$ cat src/rtl/uart_pkg.sv
// rtl/uart_pkg.sv - shared UART constants and FSM state encoding
// Used by both the receiver and the transmitter of the UART library.
package uart_pkg;

  localparam int OVERSAMPLE        = 16;
  localparam int DATA_BITS         = 8;
  localparam int START_SAMPLE_TICK = 8;

  typedef enum logic [1:0] {
    IDLE,
    START,
    DATA,
    STOP
  } uart_state_e;

endpackage

$ cat src/rtl/uart_rx_if.sv
// rtl/uart_rx_if.sv - receiver-to-consumer byte interface
// Signals:
//   data      [7:0] last received byte
//   valid           one-cycle strobe, data good while high
//   frame_err       one-cycle strobe, stop bit was low
//   busy            frame in progress
// Modports: master (receiver drives), slave (consumer observes).
interface uart_rx_if;

  logic [7:0] data;
  logic       valid;
  logic       frame_err;
  logic       busy;

  modport master (output data, output valid, output frame_err, output busy);
  modport slave  (input  data, input  valid, input  frame_err, input  busy);

endinterface

$ cat src/rtl/uart_baud_tick.sv
// rtl/uart_baud_tick.sv - oversample tick generator
// Ports:
//   clk   in  system clock
//   rst   in  asynchronous active-high reset
//   clr   in  restart the count so the next tick is BAUD_DIV clk away
//   tick  out high for one clk on the terminal count
module uart_baud_tick #(
  parameter int BAUD_DIV = 27
) (
  input  logic clk,
  input  logic rst,
  input  logic clr,
  output logic tick
);

  localparam int CW = (BAUD_DIV > 1) ? $clog2(BAUD_DIV) : 1;

  logic [CW-1:0] cnt_q;

  assign tick = (cnt_q == CW'(BAUD_DIV - 1));

  always_ff @(posedge clk or posedge rst) begin
    if (rst) begin
      cnt_q <= '0;
    end else if (clr || tick) begin
      cnt_q <= '0;
    end else begin
      cnt_q <= cnt_q + 1'b1;
    end
  end

endmodule

$ cat src/rtl/uart_rx.sv
// rtl/uart_rx.sv - 8N1 UART receiver, 16x oversampled, mid-bit sampling
// Ports:
//   clk  in   system clock
//   rst  in   asynchronous active-high reset
//   rxd  in   serial line, asynchronous, idle high
//   rx   uart_rx_if.master: data / valid / frame_err / busy
module uart_rx #(
  parameter int BAUD_DIV   = 27,
  parameter int OVERSAMPLE = 16
) (
  input  logic      clk,
  input  logic      rst,
  input  logic      rxd,
  uart_rx_if.master rx
);

  import uart_pkg::*;

  localparam logic [3:0] LAST_TICK  = 4'(OVERSAMPLE - 1);
  localparam logic [3:0] START_TICK = 4'(START_SAMPLE_TICK - 1);
  localparam logic [2:0] LAST_BIT   = 3'(DATA_BITS - 1);

  uart_state_e state_q, state_d;

  logic       sync1_q, sync2_q, sync3_q;
  logic       line, fall, tick;
  logic       start_clr, tick_clr, shift_en, load_data, set_ferr;
  logic [3:0] tick_cnt_q;
  logic [2:0] bit_idx_q;
  logic [7:0] shift_q, data_q;
  logic       valid_q, ferr_q;

  // Two flops tame metastability; the third only remembers the previous
  // synchronized level so a falling edge can be seen.
  always_ff @(posedge clk or posedge rst) begin
    if (rst) begin
      sync1_q <= 1'b1;
      sync2_q <= 1'b1;
      sync3_q <= 1'b1;
    end else begin
      sync1_q <= rxd;
      sync2_q <= sync1_q;
      sync3_q <= sync2_q;
    end
  end

  assign line = sync2_q;
  assign fall = sync3_q & ~sync2_q;

  uart_baud_tick #(.BAUD_DIV(BAUD_DIV)) u_baud_tick (
    .clk  (clk),
    .rst  (rst),
    .clr  (start_clr),
    .tick (tick)
  );

  always_comb begin
    state_d   = state_q;
    start_clr = 1'b0;
    tick_clr  = 1'b0;
    shift_en  = 1'b0;
    load_data = 1'b0;
    set_ferr  = 1'b0;
    case (state_q)
      IDLE: begin
        // Only an edge starts a frame, so a line held low never re-triggers.
        if (fall) begin
          state_d   = START;
          start_clr = 1'b1;
        end
      end
      START: begin
        if (tick && tick_cnt_q == START_TICK) begin
          // Re-phase the tick counter to mid-bit; a high line was a glitch.
          tick_clr = 1'b1;
          state_d  = line ? IDLE : DATA;
        end
      end
      DATA: begin
        if (tick && tick_cnt_q == LAST_TICK) begin
          shift_en = 1'b1;
          if (bit_idx_q == LAST_BIT) state_d = STOP;
        end
      end
      STOP: begin
        if (tick && tick_cnt_q == LAST_TICK) begin
          state_d = IDLE;
          if (line) load_data = 1'b1;
          else      set_ferr  = 1'b1;
        end
      end
      default: state_d = IDLE;
    endcase
  end

  always_ff @(posedge clk or posedge rst) begin
    if (rst) state_q <= IDLE;
    else     state_q <= state_d;
  end

  always_ff @(posedge clk or posedge rst) begin
    if (rst) begin
      tick_cnt_q <= '0;
      bit_idx_q  <= '0;
      shift_q    <= '0;
      data_q     <= '0;
      valid_q    <= 1'b0;
      ferr_q     <= 1'b0;
    end else begin
      valid_q <= load_data;
      ferr_q  <= set_ferr;
      if (load_data) data_q <= shift_q;
      if (start_clr || tick_clr) tick_cnt_q <= '0;
      else if (tick)             tick_cnt_q <= tick_cnt_q + 4'd1;
      if (tick_clr)      bit_idx_q <= '0;
      else if (shift_en) bit_idx_q <= bit_idx_q + 3'd1;
      // LSB arrives first, so shift right and enter at the top.
      if (shift_en) shift_q <= {line, shift_q[7:1]};
    end
  end

  assign rx.data      = data_q;
  assign rx.valid     = valid_q;
  assign rx.frame_err = ferr_q;
  assign rx.busy      = (state_q != IDLE);

endmodule

$ cat src/flat_wrapper.sv
// flat-port wrapper written by rule: the top's interface ports become plain ports
module uart_rx_flat import uart_pkg::*;
#(
  parameter int BAUD_DIV   = 27,
  parameter int OVERSAMPLE = 16
)
  (clk, rst, rxd, rx_data, rx_valid, rx_frame_err, rx_busy);
  uart_rx_if rx_i ();
  input  logic clk;
  input  logic rst;
  input  logic rxd;
  output wire logic [$bits(rx_i.data)-1:0] rx_data;
  output wire logic [$bits(rx_i.valid)-1:0] rx_valid;
  output wire logic [$bits(rx_i.frame_err)-1:0] rx_frame_err;
  output wire logic [$bits(rx_i.busy)-1:0] rx_busy;
  assign rx_data = rx_i.data;
  assign rx_valid = rx_i.valid;
  assign rx_frame_err = rx_i.frame_err;
  assign rx_busy = rx_i.busy;
  uart_rx #(.BAUD_DIV(BAUD_DIV), .OVERSAMPLE(OVERSAMPLE)) u_core (.clk(clk), .rst(rst), .rxd(rxd), .rx(rx_i));
endmodule
$ cat config.mk
export PLATFORM = sky130hd
export DESIGN_NAME = uart_rx_flat
export DESIGN_NICKNAME = d
export VERILOG_FILES = /design/src/rtl/uart_pkg.sv /design/src/rtl/uart_rx_if.sv /design/src/rtl/uart_baud_tick.sv /design/src/rtl/uart_rx.sv /design/src/flat_wrapper.sv
export SDC_FILE = /design/constraint.sdc
export NUM_CORES = 1
export LEC_CHECK = 0
export ABC_AREA = 1
export CORE_MARGIN = 8
export CORE_UTILIZATION = 50
export CTS_BUF_LIST = sky130_fd_sc_hd__clkbuf_8 sky130_fd_sc_hd__clkbuf_16
export DETAILED_ROUTE_END_ITERATION = 8
export HOLD_SLACK_MARGIN = 0.02
export PLACE_DENSITY = 0.73
export SLEW_MARGIN = 30
export SYNTH_ARGS = -nofsm -noshare
export SYNTH_HDL_FRONTEND = slang
export SYNTH_HIERARCHICAL = 1
export SYNTH_SLANG_ARGS = --single-unit
$ cat constraint.sdc
create_clock -name clk -period 1.65 [get_ports clk]
set_input_delay 0.33 -clock clk [delete_from_list [all_inputs] [get_ports clk]]
set_output_delay 0.33 -clock clk [all_outputs]
set_load 0.005 [all_outputs]
Word level (Yosys, flattened, before mapping)
Cells that the tools add are included.
Word-level totals
  flip-flop bits (word level): 35
  input bits: 3
  output and inout port bits: 11
  word-level logic and storage cells: 61
Operators by class
  $add $sub $neg: 3
  eq/ne operators: 12
  mux-type cells: 24
  bitwise operators: 2
  reductions and logical operators: 9
Operator list (count)
  $mux 1: 12
  $mux 2: 6
  $ne 2x1->1 const B: 5
  $mux 4: 2
  $pmux 2 s4: 1
  $mux 3: 2
  $reduce_bool 2->1: 3
  $add 5x1->5 const B: 1
  $eq 5x5->1 const B: 1
  $mux 5: 1
  $reduce_and 5->1: 1
  $add 4x1->4 const B: 1
  $eq 2x2->1 const B: 2
  $eq 4x3->1 const B: 1
  $eq 4x4->1 const B: 1
  $add 3x1->3 const B: 1
  $eq 3x3->1 const B: 1
  $eq 2x1->1 const B: 1
  $logic_and 1x1->1: 2
  $logic_not 2->1: 1
  $logic_or 1x1->1: 2
  $and 1x1->1: 1
  $not 1->1: 1

Logic depth before layout (Yosys ltp)
  depth in word-level cells: 6
  depth in mapped cells: 13
  depth with buffers taken out: 13

By module
Netlist, hierarchy kept.
Modules (own cells, without submodules)
  uart_rx: times used 1, cells an instance 135, area an instance 1311.3 µm², sequential area each 754.5 µm²
  uart_baud_tick: times used 1, cells an instance 32, area an instance 264.0 µm², sequential area each 125.1 µm²

Least setup slack after synthesis
OpenSTA, ideal clock, no wires.
  path type: register to register
  start: reg u_core.u_baud_tick.cnt_q[0]
  end: reg u_core.bit_idx_q[1]
  setup time: 121 ps
  arrival: 1527 ps
  required time: 1529 ps
  path slack: 2 ps
  cell stages (with the launch flop): 13
  path buffers: 1
  clock period less this slack: 1648 ps
  cell sequence: dfrtp_1 > inv_1 > ha_1 > nand2_1 > inv_1 > nand2_2 > inv_1 > nand2_1 > nor2_4 > nand3_2 > buf_4 > nand3_1 > o21ai_1
Between the ends
  cells in the longest elaborated chain, start to end: 5
  elaborated cells between the ends (all ways): 9
  those cells by class: eq/ne (1); mux (5); reduce/logical (3)
RTL lines
  start: declaration: RTL line uart_baud_tick.sv:18  | logic [CW-1:0] cnt_q;
  start signal: assignment: RTL line uart_baud_tick.sv:28  | cnt_q <= cnt_q + 1'b1;
  $eq 5x5->1 (*): RTL line uart_baud_tick.sv:20  | assign tick = (cnt_q == CW'(BAUD_DIV - 1));
  named net u_core.tick: RTL line uart_rx.sv:26  | logic line, fall, tick;
  $logic_and 1x1->1 (on tied branches): RTL line uart_rx.sv:73, uart_rx.sv:80
  $mux 1 (on tied branches): RTL line uart_rx.sv:73, uart_rx.sv:80
  $mux 1: RTL line uart_rx.sv:64  | case (state_q)
  $mux 3 or $reduce_bool 2->1 (tied branches)
  end signal: assignment: RTL line uart_rx.sv:116  | else if (shift_en) bit_idx_q <= bit_idx_q + 3'd1;
  end: declaration: RTL line uart_rx.sv:29  | logic [2:0] bit_idx_q;
Mark *: on every way through the listed nets, which the timed path passes. The rest lies on a longest branch.
A chain may end at the register's enable or synchronous reset.

Final worst setup path
  start: reg u_core.u_baud_tick.cnt_q[0]
  end: reg u_core.shift_q[3]
Between the ends
  cells in the longest elaborated chain, start to end: 4
RTL lines
  $eq 5x5->1: RTL line uart_baud_tick.sv:20
  named net u_core.tick: RTL line uart_rx.sv:26
  $logic_and 1x1->1: RTL line uart_rx.sv:80  | if (tick && tick_cnt_q == LAST_TICK) begin
  $mux 1: RTL line uart_rx.sv:80
  $mux 1: RTL line uart_rx.sv:64
  end signal: assignment: RTL line uart_rx.sv:118  | if (shift_en) shift_q <= {line, shift_q[7:1]};
  end: declaration: RTL line uart_rx.sv:30  | logic [7:0] shift_q, data_q;
The timed path passes the listed nets, and every way through them passes these cells.

==> results.md <==
* Status: complete, no violations
* Clock period minus final worst setup slack at 1.63 ns
* Slew @ Worst Pin at 0.381 ns
* Crit share post-route at 0.988
* Peak supply drop at 0.594 mV
* Sequential group share of total power at 0.491
* Cell Rows at 20
* RR Endpoint: u_core/shift_q[3]
* Net Sw Frac at 0.302
* Switching pwr at 625 uW
* Worst setup EP type: register
* Vias in the first global route at 1165
* Synth area leaders: dfrtp_1 51%, nand2_1 8.6%, inv_1 6.4%, dfstp_2 5.0%, o21ai_2 4.4%
* Unique masters post-synth at 25
* CORE AREA at 0.00303 mm^2
* Num ports at 14
* Sequential share of the synthesized area at 0.558
* Synth top area share at 0.508
* First-pass detailed-route iteration total at 4
* WL final at 2990 um
* Power Density at 983 mW/mm^2
* Hold WC Path Type: in2async
* Number of I/O port buffers at 13
* CP required at 1.81 ns
* Gpl congestion at 0.781
* CTS root buf: clkbuf_8
* CP arrival at 1.79 ns
* Die area at 0.00520 mm^2
* CTS tree: done
* R2r setup slk at 0.02 ns
* Slew Limit Headroom at 0.746
* MaxCap Viol Count at 0
* Average wire per standard cell at 12.2 um
* Tot GR Track Use at 0.123
* Launch point of the worst reg-to-reg path: u_core/u_baud_tick/cnt_q[0]
* Clock transition at path regs at 0.07 ns
* FF+latch count, synth at 35
* Vias at 1177
* Crit Path Max Fanout at 16
* CTS Sinks at 35
* H-tree depth at 2
* Starting Density at 0.520
* Skew final at 0.00495 ns
* Grt total ovfl at 0
* Violation count after the first detailed-route iteration at 68
* Via density per instance at 4.78
* Initial antenna violation count at 0
* Critical Path Source Type: register
* Share of cells above drive strength 1 at 0.351
* Clk network pwr share at 0.272
* Dpl cells at 232
* P_int at 1.44 mW
* Syn nets at 175
* Clk Latency, worst-skew pair at 0.27 ns
* Drt drc at 0
* Pins over their slew limit at 0
* Leak at 1.02 nW
* ANT nets after route at 0
* CTS buffer count at 5
* Cells after Synth at 167
* RSZ-0062 raised after global routing: yes
* Maximum root-to-sink buffer count at 2
* Worst hold slack at 0.277 ns
* DIE WIDTH at 72.1 um
* Yosys top cell by area: dfrtp_1
* Comb power frac at 0.237
* Post-Syn Area at 0.00158 mm^2
* Register-to-Register Path Depth at 12
* YS warnings at 6
* Setup violators final at 0
* Die height at 72.1 um
* Worst Setup Path Type: reg2reg
* Antenna cells at 0
* Final non-filler cell total at 246
* Synth-to-Final Area Change at 33.6%
* Syn_area_per_cell at 9.43 um^2
* Fmax at 614 MHz
* DP HPWL at 1990 um
* Hold Fails Final Rpt at 0
* First-pass GRT wire length at 5090 um
* Maximum number of pins on one net before global-route repair at 31
* Final Net Count at 209
==> cells in the final DEF, fill, tap and decap left out, types with 6 or more instances in the layout <==
master and instances:
buf_4 12, clkdlybuf4s50_1 12, dfrtp_1 32, inv_1 26, nand2_1 19, nand2_2 13, nand2_4 6, nand3_1 8
nor2_1 11, o21ai_2 13
==> how the worst max path moves through the flow <==
stage                            to                         from  cells past startpoint  slack, ns
2_1_floorplan   u_core/bit_idx_q[1]  u_core/u_baud_tick/cnt_q[0]                     12      0.002
3_3_place_gp   u_core/tick_cnt_q[3]  u_core/u_baud_tick/cnt_q[0]                     11    -0.0002
3_5_place_dp   u_core/tick_cnt_q[1]  u_core/u_baud_tick/cnt_q[0]                     11      -0.09
4_1_cts                    register  u_core/u_baud_tick/cnt_q[0]                     14      -0.02
5_1_grt           u_core/shift_q[3]  u_core/u_baud_tick/cnt_q[0]                     12      -0.07
6_report          u_core/shift_q[3]  u_core/u_baud_tick/cnt_q[0]                     12       0.02
==> final cells by class <==
class | instances | area (um^2)
clock buffer | 5 | 68.8
clock inverter | 3 | 12.5
fill | 233 | 923
inverter | 28 | 108
multi-input combinational | 101 | 679
sequential | 35 | 880
tap | 44 | 55.1
timing repair buffer | 30 | 302
==> power groups by stage <==
stage | sequential (mW) | clock [mW] | combinational, mW
after floorplan | 1.04 | 0 | 0.268
after global placement | 1.02 | 0 | 0.441
after detailed placement | 1.03 | 0 | 0.466
after CTS | 1.01 | 0.577 | 0.478
after global routing | 1.02 | 0.613 | 0.563
final | 1.02 | 0.562 | 0.491
==> worst max-delay path, cell delays in order, from the launching register on <==
cell and delay (ns):
dfrtp_1 0.37, inv_1 0.06, ha_2 0.16, nand2_2 0.05
inv_2 0.08, nand2_4 0.06, inv_4 0.06, nand2_4 0.06
nor2_4 0.16, nand3_4 0.12, buf_12 0.17, nand2_2 0.06
o21ai_1 0.08
==> metrics by stage <==
step                power [mW]  area (um^2)  setup WS (ns)  setup TNS (ns)  utilization
floorplan                 1.31         1580        0.00193               0            -
global placement          1.46         1830      -0.000173       -0.000173        0.603
detailed placement        1.49         1830        -0.0942          -0.922        0.603
CTS                       2.07         1970        -0.0177         -0.0218        0.650
global route              2.20         2100        -0.0716          -0.726        0.695
finish                    2.07         2100         0.0202               0        0.695
==> routing by layer <==
layer	track usage	part of all wire	routed length (um)	up-vias
met5	0	0	0	-
met3	0.0468	0.042	126	2
li1	-	-	-	588
met4	0.0317	0.0053	16	0
met2	0.210	0.55	1640	15
met1	0.139	0.41	1220	572
==> flip-flops by register name, summed over array words and instances, names as in the netlist, named ones only <==
register,cells
u_core/bit_idx_q,3
u_core/line,1
u_core/rx.data,8
u_core/rx.frame_err,1
u_core/rx.valid,1
u_core/shift_q,8
u_core/state_q,1
u_core/sync1_q,1
u_core/sync3_q,1
u_core/tick_cnt_q,4
u_core/u_baud_tick/cnt_q,5
==> synthesized netlist by cell type, drive strengths merged <==
master / count
nor2: 17
or2: 1
mux2i: 1
ha: 5
xnor2: 1
dfrtp: 32
inv: 28
a21oi: 1
nand3: 9
xor2: 1
nor3: 3
buf: 3
o21ai: 20
nand2: 38
nand4: 4
dfstp: 3
==> logic make-up after synthesis <==
logic type	after synthesis	share of synthesized area
compound gates	21	0.0858
xor+xnor	2	0.0111
fa+ha+maj	5	0.0397
buf+inv	31	0.0858
flops	35	0.558
mux	1	0.00635
simple gates	72	0.213
==> what timing repair did <==
action,CTS,global route
pin swaps,8,6
hold buffers,0,0
cloned,0,1
setup endpoints to repair,25,26
resized for setup,11,33
buffers inserted,4,1
Power figures use the tool's default switching activity.
